`config.mk`:
```
export PLATFORM = sky130hd
export DESIGN_NAME = pl_exception_sequencer
export DESIGN_NICKNAME = d
export VERILOG_FILES = /design/src/rtl/pl_exception_sequencer.sv
export SDC_FILE = /design/constraint.sdc
export NUM_CORES = 1
export LEC_CHECK = 0
export ABC_CLOCK_PERIOD_IN_PS = 2100
export BUFFER_PORTS_ARGS = -buffer_cell sky130_fd_sc_hd__buf_2
export CAP_MARGIN = 25
export CORE_AREA = 2 2 78 80
export DETAILED_ROUTE_END_ITERATION = 12
export DIE_AREA = 0 0 80 82
export GPL_TIMING_DRIVEN = 0
export PLACE_DENSITY = 0.75
export SYNTH_ARGS = -nofsm -noshare
export SYNTH_HDL_FRONTEND = slang
export SYNTH_SLANG_ARGS = --single-unit
```
`constraint.sdc`:
```
create_clock -name clk -period 2.1 [get_ports clk]
set_input_delay 0.21 -clock clk [delete_from_list [all_inputs] [get_ports clk]]
set_output_delay 0.21 -clock clk [all_outputs]
set_load 0.03 [all_outputs]
```
`src/rtl/pl_exception_sequencer.sv`:
```
// Exception entry/return sequencer for the 5-stage pipeline.
// Picks one exception source, latches EPC/cause and raises EXL. It then
// stalls and flushes the pipeline for a fixed window and finally issues a
// one-cycle redirect to the handler vector. ERET redirects back to EPC.
//
// state      | meaning
// -----------+------------------------------------------------------
// S_IDLE     | waiting for a request or ERET; all pipeline controls low
// S_FLUSH    | stall + bubble insertion for FLUSH_CYCLES cycles
// S_REDIRECT | one-cycle redirect to the handler vector
// S_ERET_RDR | one-cycle redirect to EPC; EXL clears when leaving
module pl_exception_sequencer #(
  parameter logic [31:0] UNDEF_VECTOR = 32'h0000_0100,
  parameter logic [31:0] OVF_VECTOR   = 32'h0000_0180,
  parameter logic [31:0] IRQ_VECTOR   = 32'h0000_0200,
  parameter int          FLUSH_CYCLES = 2
) (
  input  logic        clk,
  input  logic        reset,
  input  logic        enable,
  input  logic        id_undefined,
  input  logic [31:0] id_pc,
  input  logic        ex_overflow,
  input  logic [31:0] ex_pc,
  input  logic        irq,
  input  logic        eret,
  output logic        stall,
  output logic [2:0]  flush_mask,
  output logic        pc_redirect,
  output logic [31:0] redirect_pc,
  output logic [31:0] epc,
  output logic [1:0]  cause,
  output logic        exl,
  output logic        dropped
);

  localparam int CW = (FLUSH_CYCLES > 1) ? $clog2(FLUSH_CYCLES) : 1;
  localparam logic [CW-1:0] COUNT_LAST = CW'(FLUSH_CYCLES - 1);

  typedef enum logic [1:0] {
    S_IDLE     = 2'd0,
    S_FLUSH    = 2'd1,
    S_REDIRECT = 2'd2,
    S_ERET_RDR = 2'd3
  } state_t;

  state_t        state, state_nx;
  logic [CW-1:0] count;
  logic [2:0]    mask_q;

  logic          req_any;
  logic          take;
  logic          do_eret;
  logic          drop_d;
  logic [31:0]   epc_sel;
  logic [1:0]    cause_sel;
  logic [2:0]    mask_sel;
  logic [31:0]   vector;

  // Request arbitration: the oldest instruction (EX) wins over ID and irq.
  always_comb begin
    epc_sel   = id_pc;
    cause_sel = 2'b11;
    mask_sel  = 3'b011;
    if (ex_overflow) begin
      epc_sel   = ex_pc;
      cause_sel = 2'b10;
      mask_sel  = 3'b111;
    end else if (id_undefined) begin
      cause_sel = 2'b01;
    end
  end

  assign req_any = ex_overflow | id_undefined | irq;
  assign take    = (state == S_IDLE) && enable && !exl && req_any;
  assign do_eret = (state == S_IDLE) && enable && exl && eret;
  // A sampled request that cannot be served is reported and discarded;
  // this also covers ERET winning over a request in the same cycle.
  assign drop_d  = enable && req_any && (exl || (state != S_IDLE));

  // Handler address for the latched cause.
  always_comb begin
    vector = 32'h0;
    case (cause)
      2'b01:   vector = UNDEF_VECTOR;
      2'b10:   vector = OVF_VECTOR;
      2'b11:   vector = IRQ_VECTOR;
      default: vector = 32'h0;
    endcase
  end

  // State, window counter and the exception registers.
  always_ff @(posedge clk or posedge reset) begin
    if (reset) begin
      state   <= S_IDLE;
      count   <= '0;
      mask_q  <= 3'b000;
      epc     <= 32'h0;
      cause   <= 2'b00;
      exl     <= 1'b0;
      dropped <= 1'b0;
    end else begin
      state   <= state_nx;
      dropped <= drop_d;
      if (take) begin
        count  <= '0;
        epc    <= epc_sel;
        cause  <= cause_sel;
        mask_q <= mask_sel;
        exl    <= 1'b1;
      end else if (state == S_FLUSH) begin
        count <= count + CW'(1);
      end
      if (state == S_ERET_RDR) exl <= 1'b0;
    end
  end

  // Next state and pipeline control outputs.
  always_comb begin
    state_nx    = state;
    stall       = 1'b0;
    flush_mask  = 3'b000;
    pc_redirect = 1'b0;
    redirect_pc = 32'h0;
    case (state)
      S_IDLE: begin
        if (do_eret)   state_nx = S_ERET_RDR;
        else if (take) state_nx = S_FLUSH;
      end
      S_FLUSH: begin
        stall      = 1'b1;
        flush_mask = mask_q;
        if (count == COUNT_LAST) state_nx = S_REDIRECT;
      end
      S_REDIRECT: begin
        pc_redirect = 1'b1;
        redirect_pc = vector;
        state_nx    = S_IDLE;
      end
      S_ERET_RDR: begin
        pc_redirect = 1'b1;
        redirect_pc = epc;
        flush_mask  = 3'b001;
        state_nx    = S_IDLE;
      end
      default: state_nx = S_IDLE;
    endcase
  end

endmodule

```
==> results.yml, run 1 <==
status:
  outcome: "finished, final reports clean"
logic_synthesis:
  yosysWarnings: 0
  yosysTopAreaCell: "dfrtp_1"
  avgSynthCellArea_sq_um: 12.87
  synthTopCellsByArea: "dfrtp_1 43%, mux2_2 18%, mux2_4 17%, and3_1 7.6%, buf_6 2.4%"
  yosysUniqueCellTypes: 26
  seq_area_frac_synth: 0.4309
  synthTopCellsByCount: "41 x dfrtp_1, 39 x mux2_2, 29 x and3_1"
  synth_most_common_cell: "dfrtp_1"
  ys_ff_latch: 41
  synth_top_flop_cell: "dfrtp_1"
  syn-cell-area_sq_mm: 0.002381
  syn_nets: 258
  async_flop_share: 1.000
  synth_cells: 185
  yosysTopAreaCellShare: 0.4309
  synth_edf_count: 0
global_routing:
  overflow: 0
  grt_pass1_wl_microns: 9473
  antenna_found_initial: 0
  track_usage: 0.1893
  grt_max_degree: 42
  grt_pass1_vias: 1948
timing:
  max_freq_ghz: 0.5286
  fin_tns_setup_ps: 0
  max_slew.worst_pin.slew_ps: 860.2
  hold_viol_final: 0
  finalSetupViolCount: 0
  finClkSkew_ps: 8.365
  fin_crit_ps: 1892
  drv_slew: 0
  rsz0062_at_grt: "no"
  timing.final.crit_share: 0.9008
  setup_slack_ps: 208.2
  relSlewSlack: 0.4257
clocking:
  cts_made_buffers: 5
  cts_tree: "yes"
  cts_setup_buffers: 0
  clockBufferDepth: 2
  clkTransAtPathRegs_ps: 80
  clk_latency_ps: 290
  root_buffer: "clkbuf_8"
  h-tree-depth: 2
  clock-sinks: 41
  ctsHoldBuffers: 0
placement:
  post-place-ws_ps: 284.4
  place_hpwl_microns: 4636
  placed_area_sq_mm: 0.003186
  dp.cells: 402
  gp_congestion: 0.7938
  portBuffers: 142
layout:
  fillers: 514
  areaGrowthSynthToFinish_pct: 38.15
  final_cell_area_sq_mm: 0.003289
  drive_above_1_share: 0.6746
  nNetsFinal: 407
  antenna_cells: 0
  fin_cells: 410
worst_setup_path:
  crit_arrival_ps: 1680
  start_kind: "register"
  critPathMaxFanout: 10
  reg2reg_depth: 4
  required_ps: 1890
  path_depth: 4
  cp_cell_sequence: "clkbuf_2, clkbuf_1, and3_1, buf_2"
  path_buf_inv: 3
  critical_path.max_stage_delay_ps: 410
  crit_slowest_cell: "dfrtp_1"
  path_class: "reg2out"
  cp-end-kind: "primary output"
  crit_family: "buffers and inverters"
power:
  leakagePower_nw: 1.905
  p_per_area_mw_per_mm2: 1474
  ir_drop_mv: 0.6463
die:
  ioPinCount: 144
  core_area_sq_mm: 0.005746
  start_util: 0.4144
  die_x_microns: 80
  die-area_sq_mm: 0.006560
  die_h_microns: 82
  rows: 28
routing:
  routedWlPerCell_microns: 15.18
  drtIter0Drc: 60
  m1WireLength_microns: 2612
  vias_per_cell: 4.920
  drt_pre_antenna_iters: 4
  postRouteAntennaNets: 0
  drt-total-wl_microns: 6222
  vias: 2017
  met2_length_microns: 3111
  drc: 0
  wl_met3_microns: 424
  top_layer: "met4"
worst_hold_path:
  hold_class: "in2async"
job:
  cap_violations: 0
[power breakdown]
group | internal (mW) | switching (mW)
Sequential | 1.18 | 0.303
Clock | 0.297 | 0.275
Combinational | 1.10 | 1.70
Total | 2.57 | 2.28
[routing by layer]
layer  up-vias  GRT usage
li1        958          -
met1       962     0.2349
met2        91     0.3292
met3         6    0.04396
met4         0    0.05593
met5         -          0
[sequential cells by signal, summed over array words and instances, names as in the netlist]
register  count
dropped       1
count         1
mask_q        2
cause         2
exl           1
state         2
epc          32
[logic make-up (layout without fill, tap and decap cells)]
group	after synthesis	count (layout)	synth area share
buffers and inverters	19	169	0.04572
and+or+nand+nor	45	45	0.1172
DFF	41	41	0.4309
AOI/OAI and AO/OA	8	8	0.02470
adders and majority gates	2	2	0.01051
xor gates and xnor gates	1	1	0.003679
muxes	69	69	0.3673
[final timing paths]
path | start | slack, ps | endpoint
max in group asynchronous | reset | 1470 | epc[4]
worst max register to register | exl | 370 | epc[6]
worst min-delay path | reset | 90 | epc[17]
min in group clk | eret | 220 | state[1]
worst min register to register | mask_q[1] | 510 | mask_q[1]
worst max-delay path | state[1] | 210 | redirect_pc[17]
[cell usage in the layout (no fill, tap or decap), drive strengths merged, types with 3 or more instances in the layout]
master  count
buf       147
mux2       66
dfrtp      41
and3       29
clkbuf     19
and2        4
nor2b       3
mux2i       3
[final cells by class]
type,instances,area (sq um),area share
multi-input combinational,125,1246,0.3789
sequential,41,1026,0.3119
timing repair buffer,142,710.7,0.2161
buffer,17,103.9,0.03157
clock buffer,7,96.34,0.02929
tap,75,93.84,0.02853
inverter,2,7.507,0.002282
clock inverter,1,5.005,0.001521
[what timing repair did]
| action | CTS | global route |
|---|---|---|
| gates cloned | 0 | 0 |
| resized for setup | 1 | 2 |
| setup endpoints to repair | 9 | 15 |
| endpoints found under the hold margin | 0 | 0 |
[per-stage QoR]
stage	hold slack, ps	util	power, mW
3_3_place_gp	485.0	0.5544	4.260
2_1_floorplan	353.4	-	3.468
6_report	90.65	0.5725	4.850
5_1_grt	171.0	0.5725	5.145
3_5_place_dp	449.5	0.5544	4.313
4_1_cts	133.9	0.5723	4.892
(Power assumes the default switching activity.)
==> run 2: changes to the inputs <==
--- a/config.mk
+++ b/config.mk
@@ -8,11 +8,13 @@
 export ABC_CLOCK_PERIOD_IN_PS = 2100
 export BUFFER_PORTS_ARGS = -buffer_cell sky130_fd_sc_hd__buf_2
 export CAP_MARGIN = 25
-export CORE_AREA = 2 2 78 80
+export CORE_AREA = 2 2 76 78
+export CTS_BUF_LIST = sky130_fd_sc_hd__clkbuf_8
 export DETAILED_ROUTE_END_ITERATION = 12
-export DIE_AREA = 0 0 80 82
+export DIE_AREA = 0 0 78 80
 export GPL_TIMING_DRIVEN = 0
-export PLACE_DENSITY = 0.75
+export PLACE_DENSITY = 0.78
+export SKIP_CTS_REPAIR_TIMING = 1
 export SYNTH_ARGS = -nofsm -noshare
 export SYNTH_HDL_FRONTEND = slang
 export SYNTH_SLANG_ARGS = --single-unit
==> results.yml, run 2 (synthesis results as in run 1) <==
status:
  outcome: "finished, final reports clean"
layout:
  layout_commonest_cell: "buf_2"
  antenna_cells: 0
  regMostFlops: "epc"
  drive_above_1_share: 0.6776
  final_cell_area_sq_mm: 0.003306
  areaGrowthSynthToFinish_pct: 38.83
  layout_common_cells: "142 x buf_2, 41 x dfrtp_1, 39 x mux2_2, 29 x and3_1, 27 x mux2_4"
  largest_reg_flops: 32
  nNetsFinal: 407
worst_setup_path:
  crit_slowest_cell: "dfrtp_1"
  worstSetupStartpoint: "state[1]"
  start_kind: "register"
  path_class: "reg2out"
  r2r_slack_ps: 360
  crit_arrival_ps: 1650
  crit_top_cell: "clkbuf_2"
  r2r-end: "epc[6]"
  cp-end-kind: "primary output"
  path_depth: 4
  required_ps: 1890
  timing.rr.start: "state[1]"
  path_buf_inv: 3
  cp_cell_sequence: "clkbuf_2, clkbuf_2, and3_1, buf_2"
  reg2reg_depth: 4
  critical_path.max_stage_delay_ps: 430
  crit_family: "buffers and inverters"
  critPathCapture: "redirect_pc[28]"
  critPathMaxFanout: 10
placement:
  placed_area_sq_mm: 0.003182
  place_hpwl_microns: 4745
  gp_congestion: 0.8006
  post-place-ws_ps: 291.7
  portBuffers: 142
global_routing:
  antenna_found_initial: 0
  grt_pass1_wl_microns: 9722
  grt_pass1_vias: 1923
  track_usage: 0.2038
  grt_max_degree: 42
  overflow: 0
clocking:
  clk_latency_ps: 290
  cts_tree: "yes"
  root_buffer: "clkbuf_8"
  clock-sinks: 41
  h-tree-depth: 2
  clkTransAtPathRegs_ps: 80
  cts_made_buffers: 5
  clockBufferDepth: 2
timing:
  rsz0062_at_grt: "no"
  max_freq_ghz: 0.5383
  relSlewSlack: 0.4297
  hold_ws_ps: 90.44
  timing.final.crit_share: 0.8846
  drv_slew: 0
  fin_tns_setup_ps: 0
  finClkSkew_ps: 4.894
  fin_crit_ps: 1858
  finalSetupViolCount: 0
  setup_slack_ps: 242.4
  hold_viol_final: 0
  max_slew.worst_pin.slew_ps: 854.1
die:
  ioPinCount: 144
  die-area_sq_mm: 0.006240
  rows: 27
  core_area_sq_mm: 0.005405
  die_x_microns: 78
  start_util: 0.4405
  die_h_microns: 80
routing:
  drtIter0Drc: 56
  drt_pre_antenna_iters: 4
  drt-total-wl_microns: 6346
  m1WireLength_microns: 2669
  vias: 2006
  wl_met3_microns: 363
  top_layer: "met4"
  drc: 0
  postRouteAntennaNets: 0
  met2_length_microns: 3242
  vias_per_cell: 4.929
  routedWlPerCell_microns: 15.59
worst_hold_path:
  hold_class: "in2async"
power:
  leakagePower_nw: 1.911
  ir_drop_mv: 0.7163
  p_per_area_mw_per_mm2: 1501
job:
  cap_violations: 0
-- run 2: changes by cell type in the layout (fill, tap and decap cells not counted) --
| cell | before | now |
|---|---|---|
| clkinvlp_4 | 0 | 1 |
| bufinv_16 | 0 | 1 |
| clkinv_2 | 1 | 0 |
| clkbuf_2 | 2 | 3 |
| clkbuf_1 | 10 | 9 |
| clkbuf_8 | 7 | 6 |
-- run 2: power breakdown --
part	leakage, nW	total, mW	switching (mW)	internal [mW]
Combinational	1.36	2.82	1.72	1.10
Sequential	0.490	1.49	0.306	1.18
Clock	0.0574	0.659	0.272	0.386
Total	1.91	4.96	2.30	2.67
-- run 2: cell type report --
cell class	count	area [sq um]
multi-input cells	125	1246
repair buffers	142	710.7
clock inverters	2	37.54
clock buffers	6	82.58
flip-flops and latches	41	1026
plain buffers	17	105.1
fillers	475	2100
well taps	72	90.09
inverters	2	7.507
-- run 2: layer usage --
metal / GRT usage / vias up
met2: 0.3569 / 79
met4: 0.05789 / 0
met1: 0.2577 / 964
met3: 0.03733 / 6
li1: - / 957
met5: 0 / -
-- run 2: worst min path at each step --
stage / startpoint / to / slack [ps] / depth (start not counted)
after global placement: mask_q[1] / mask_q[1] / 470 / 1
after CTS: reset / epc[24] / 110 / 2
after global routing: reset / epc[10] / 170 / 2
after floorplan: enable / dropped / 350 / 2
after detailed placement: reset / epc[15] / 440 / 2
final: reset / epc[17] / 90 / 2
-- run 2: metrics by stage --
step                  util  power [mW]  std cells
floorplan                -       3.468        185
global placement    0.5887       4.256        399
detailed placement  0.5887       4.314        399
CTS                 0.6109       4.990        407
global route        0.6116       5.235        407
finish              0.6116       4.962        407
==> run 3: changes to the inputs <==
--- a/config.mk
+++ b/config.mk
@@ -5,6 +5,7 @@
 export SDC_FILE = /design/constraint.sdc
 export NUM_CORES = 1
 export LEC_CHECK = 0
+export ABC_AREA = 1
 export ABC_CLOCK_PERIOD_IN_PS = 2100
 export BUFFER_PORTS_ARGS = -buffer_cell sky130_fd_sc_hd__buf_2
 export CAP_MARGIN = 25
@@ -13,7 +14,7 @@
 export DETAILED_ROUTE_END_ITERATION = 12
 export DIE_AREA = 0 0 78 80
 export GPL_TIMING_DRIVEN = 0
-export PLACE_DENSITY = 0.78
+export PLACE_DENSITY = 0.77
 export SKIP_CTS_REPAIR_TIMING = 1
 export SYNTH_ARGS = -nofsm -noshare
 export SYNTH_HDL_FRONTEND = slang
==> results.yml, run 3 <==
die:
  die_h_microns: 80
  core_area_sq_mm: 0.005405
  rows: 27
  start_util: 0.4289
  die-area_sq_mm: 0.006240
  die_x_microns: 78
  ioPinCount: 144
layout:
  regMostFlops: "epc"
  drive_above_1_share: 0.4402
  fin_cells: 490
  nNetsFinal: 490
  antenna_cells: 0
  areaGrowthSynthToFinish_pct: 39.72
  largest_reg_flops: 32
  post-route-util: 0.5993
  layout_commonest_cell: "buf_2"
  fillers: 496
  layout_common_cells: "145 x buf_2, 45 x nand2_1, 41 x dfrtp_1, 38 x inv_1, 36 x nor2_1"
timing:
  drv_slew: 0
  timing.final.crit_share: 0.9232
  rsz0062_at_grt: "no"
  fin_crit_ps: 1939
  relSlewSlack: 0.4447
  max_slew.worst_pin.slew_ps: 831.7
  fin_tns_setup_ps: 0
  finalSetupViolCount: 0
  hold_viol_final: 0
  max_freq_ghz: 0.5158
  finClkSkew_ps: 3.495
  hold_ws_ps: 81.96
  setup_slack_ps: 161.3
routing:
  drtIter0Drc: 114
  drc: 0
  drt_pre_antenna_iters: 4
  drt-total-wl_microns: 6215
  postRouteAntennaNets: 0
  vias: 2248
  routedWlPerCell_microns: 12.68
  vias_per_cell: 4.588
clocking:
  cts_tree: "yes"
  h-tree-depth: 2
  clock-sinks: 41
  cts_made_buffers: 5
  clkTransAtPathRegs_ps: 80
  root_buffer: "clkbuf_8"
  clockBufferDepth: 2
  clk_latency_ps: 290
power:
  ir_drop_mv: 0.6566
  p_per_area_mw_per_mm2: 1377
  leakagePower_nw: 1.933
worst_setup_path:
  critPathCapture: "redirect_pc[27]"
  path_buf_inv: 2
  critical_path.max_stage_delay_ps: 540
  crit_slowest_cell: "clkbuf_1"
  worstSetupStartpoint: "state[0]"
  cp_cell_sequence: "nand2_1, clkbuf_1, nor2_1, buf_2"
  critPathMaxFanout: 10
  path_depth: 4
  start_kind: "register"
  crit_arrival_ps: 1730
  crit_family: "buffers and inverters"
  r2r-end: "epc[18]"
  cp-end-kind: "primary output"
  r2r_slack_ps: 620
  required_ps: 1890
  path_class: "reg2out"
  timing.rr.start: "state[0]"
  reg2reg_depth: 8
placement:
  portBuffers: 142
  dp.cells: 482
  place_hpwl_microns: 4762
  post-place-ws_ps: 476.9
  gp_congestion: 0.8829
logic_synthesis:
  seq_area_frac_synth: 0.4425
  yosysUniqueCellTypes: 24
  yosysTopAreaCell: "dfrtp_1"
  synth_top_flop_cell: "dfrtp_1"
  synthTopCellsByArea: "dfrtp_1 44%, mux2i_1 14%, nand2_1 7.3%, inv_1 6.3%, nor2_1 5.8%"
  ys_ff_latch: 41
  yosysWarnings: 0
  synth_edf_count: 0
  async_flop_share: 1.000
  synth_cells: 268
  synthTopCellsByCount: "45 x nand2_1, 41 x dfrtp_1, 39 x inv_1"
  avgSynthCellArea_sq_um: 8.651
  yosysTopAreaCellShare: 0.4425
  synth_most_common_cell: "nand2_1"
  syn_nets: 341
  syn-cell-area_sq_mm: 0.002318
global_routing:
  track_usage: 0.1988
  overflow: 0
  grt_pass1_vias: 2051
  antenna_found_initial: 0
  grt_max_degree: 42
  grt_pass1_wl_microns: 9729
worst_hold_path:
  hold_class: "in2async"
job:
  cap_violations: 0
status:
  outcome: "finished, final reports clean"
[run 3: changes by cell type after synthesis, moves of 6 or more]
cell,delta
mux2_2,-39
o21ai_0,+21
clkbuf_1,-6
o21ai_2,+13
mux2_4,-27
nor2_1,+35
nand2_1,+43
and3_1,-29
inv_1,+37
mux2i_1,+29
[run 3: worst min-delay path by stage]
| stage | endpoint | slack (ps) | cells past startpoint |
|---|---|---|---|
| global route | epc[25] | 150 | 2 |
| CTS | epc[23] | 100 | 2 |
| finish | epc[23] | 80 | 2 |
| floorplan | dropped | 330 | 2 |
| detailed placement | epc[23] | 420 | 2 |
| global placement | mask_q[1] | 450 | 2 |
[run 3: cell families after synthesis]
logic type                 after synthesis  share of synthesized area
and+or+nand+nor                         96                     0.1722
muxes                                   32                     0.1382
AOI/OAI and AO/OA                       39                     0.1063
adders and majority gates                2                    0.01079
DFF                                     41                     0.4425
buffers and inverters                   58                     0.1301
[run 3: area by class of cell]
class,count,area [sq um],area share
Clock inverter,2,37.54,0.01159
Sequential cell,41,1026,0.3167
Tap cell,72,90.09,0.02781
Clock buffer,6,82.58,0.02549
Inverter,41,153.9,0.04751
Multi-Input combinational cell,169,991.0,0.3059
Buffer,17,147.6,0.04558
Timing Repair Buffer,142,710.7,0.2194
[run 3: per-stage QoR]
step | area, sq um | power [mW]
6_report | 3239 | 4.459
5_1_grt | 3239 | 4.762
4_1_cts | 3239 | 4.511
3_5_place_dp | 3119 | 3.843
3_3_place_gp | 3119 | 3.770
2_1_floorplan | 2318 | 3.118
[run 3: worst reg2reg max path, cell delays in order, from the launching register on]
cell and delay (ps):
dfrtp_1 480, inv_2 140, nand2_2 70, nor2_2 90, nand3_2 100, buf_6 180, buf_8 150, nand2_1 50
o21ai_0 80
[run 3: per-layer routing]
layer	vias to the layer above	global-route usage	wire, microns
met3	5	0.02602	362
met1	1024	0.2350	2594
met4	0	0.05789	65
met5	-	0	0
li1	1137	-	-
met2	82	0.3750	3193
[run 3: power by group]
group | switching [mW] | total (mW) | leakage (nW) | internal (mW)
combinational | 1.62 | 2.38 | 1.37 | 0.757
clock | 0.267 | 0.654 | 0.0574 | 0.386
sequential | 0.283 | 1.42 | 0.509 | 1.14
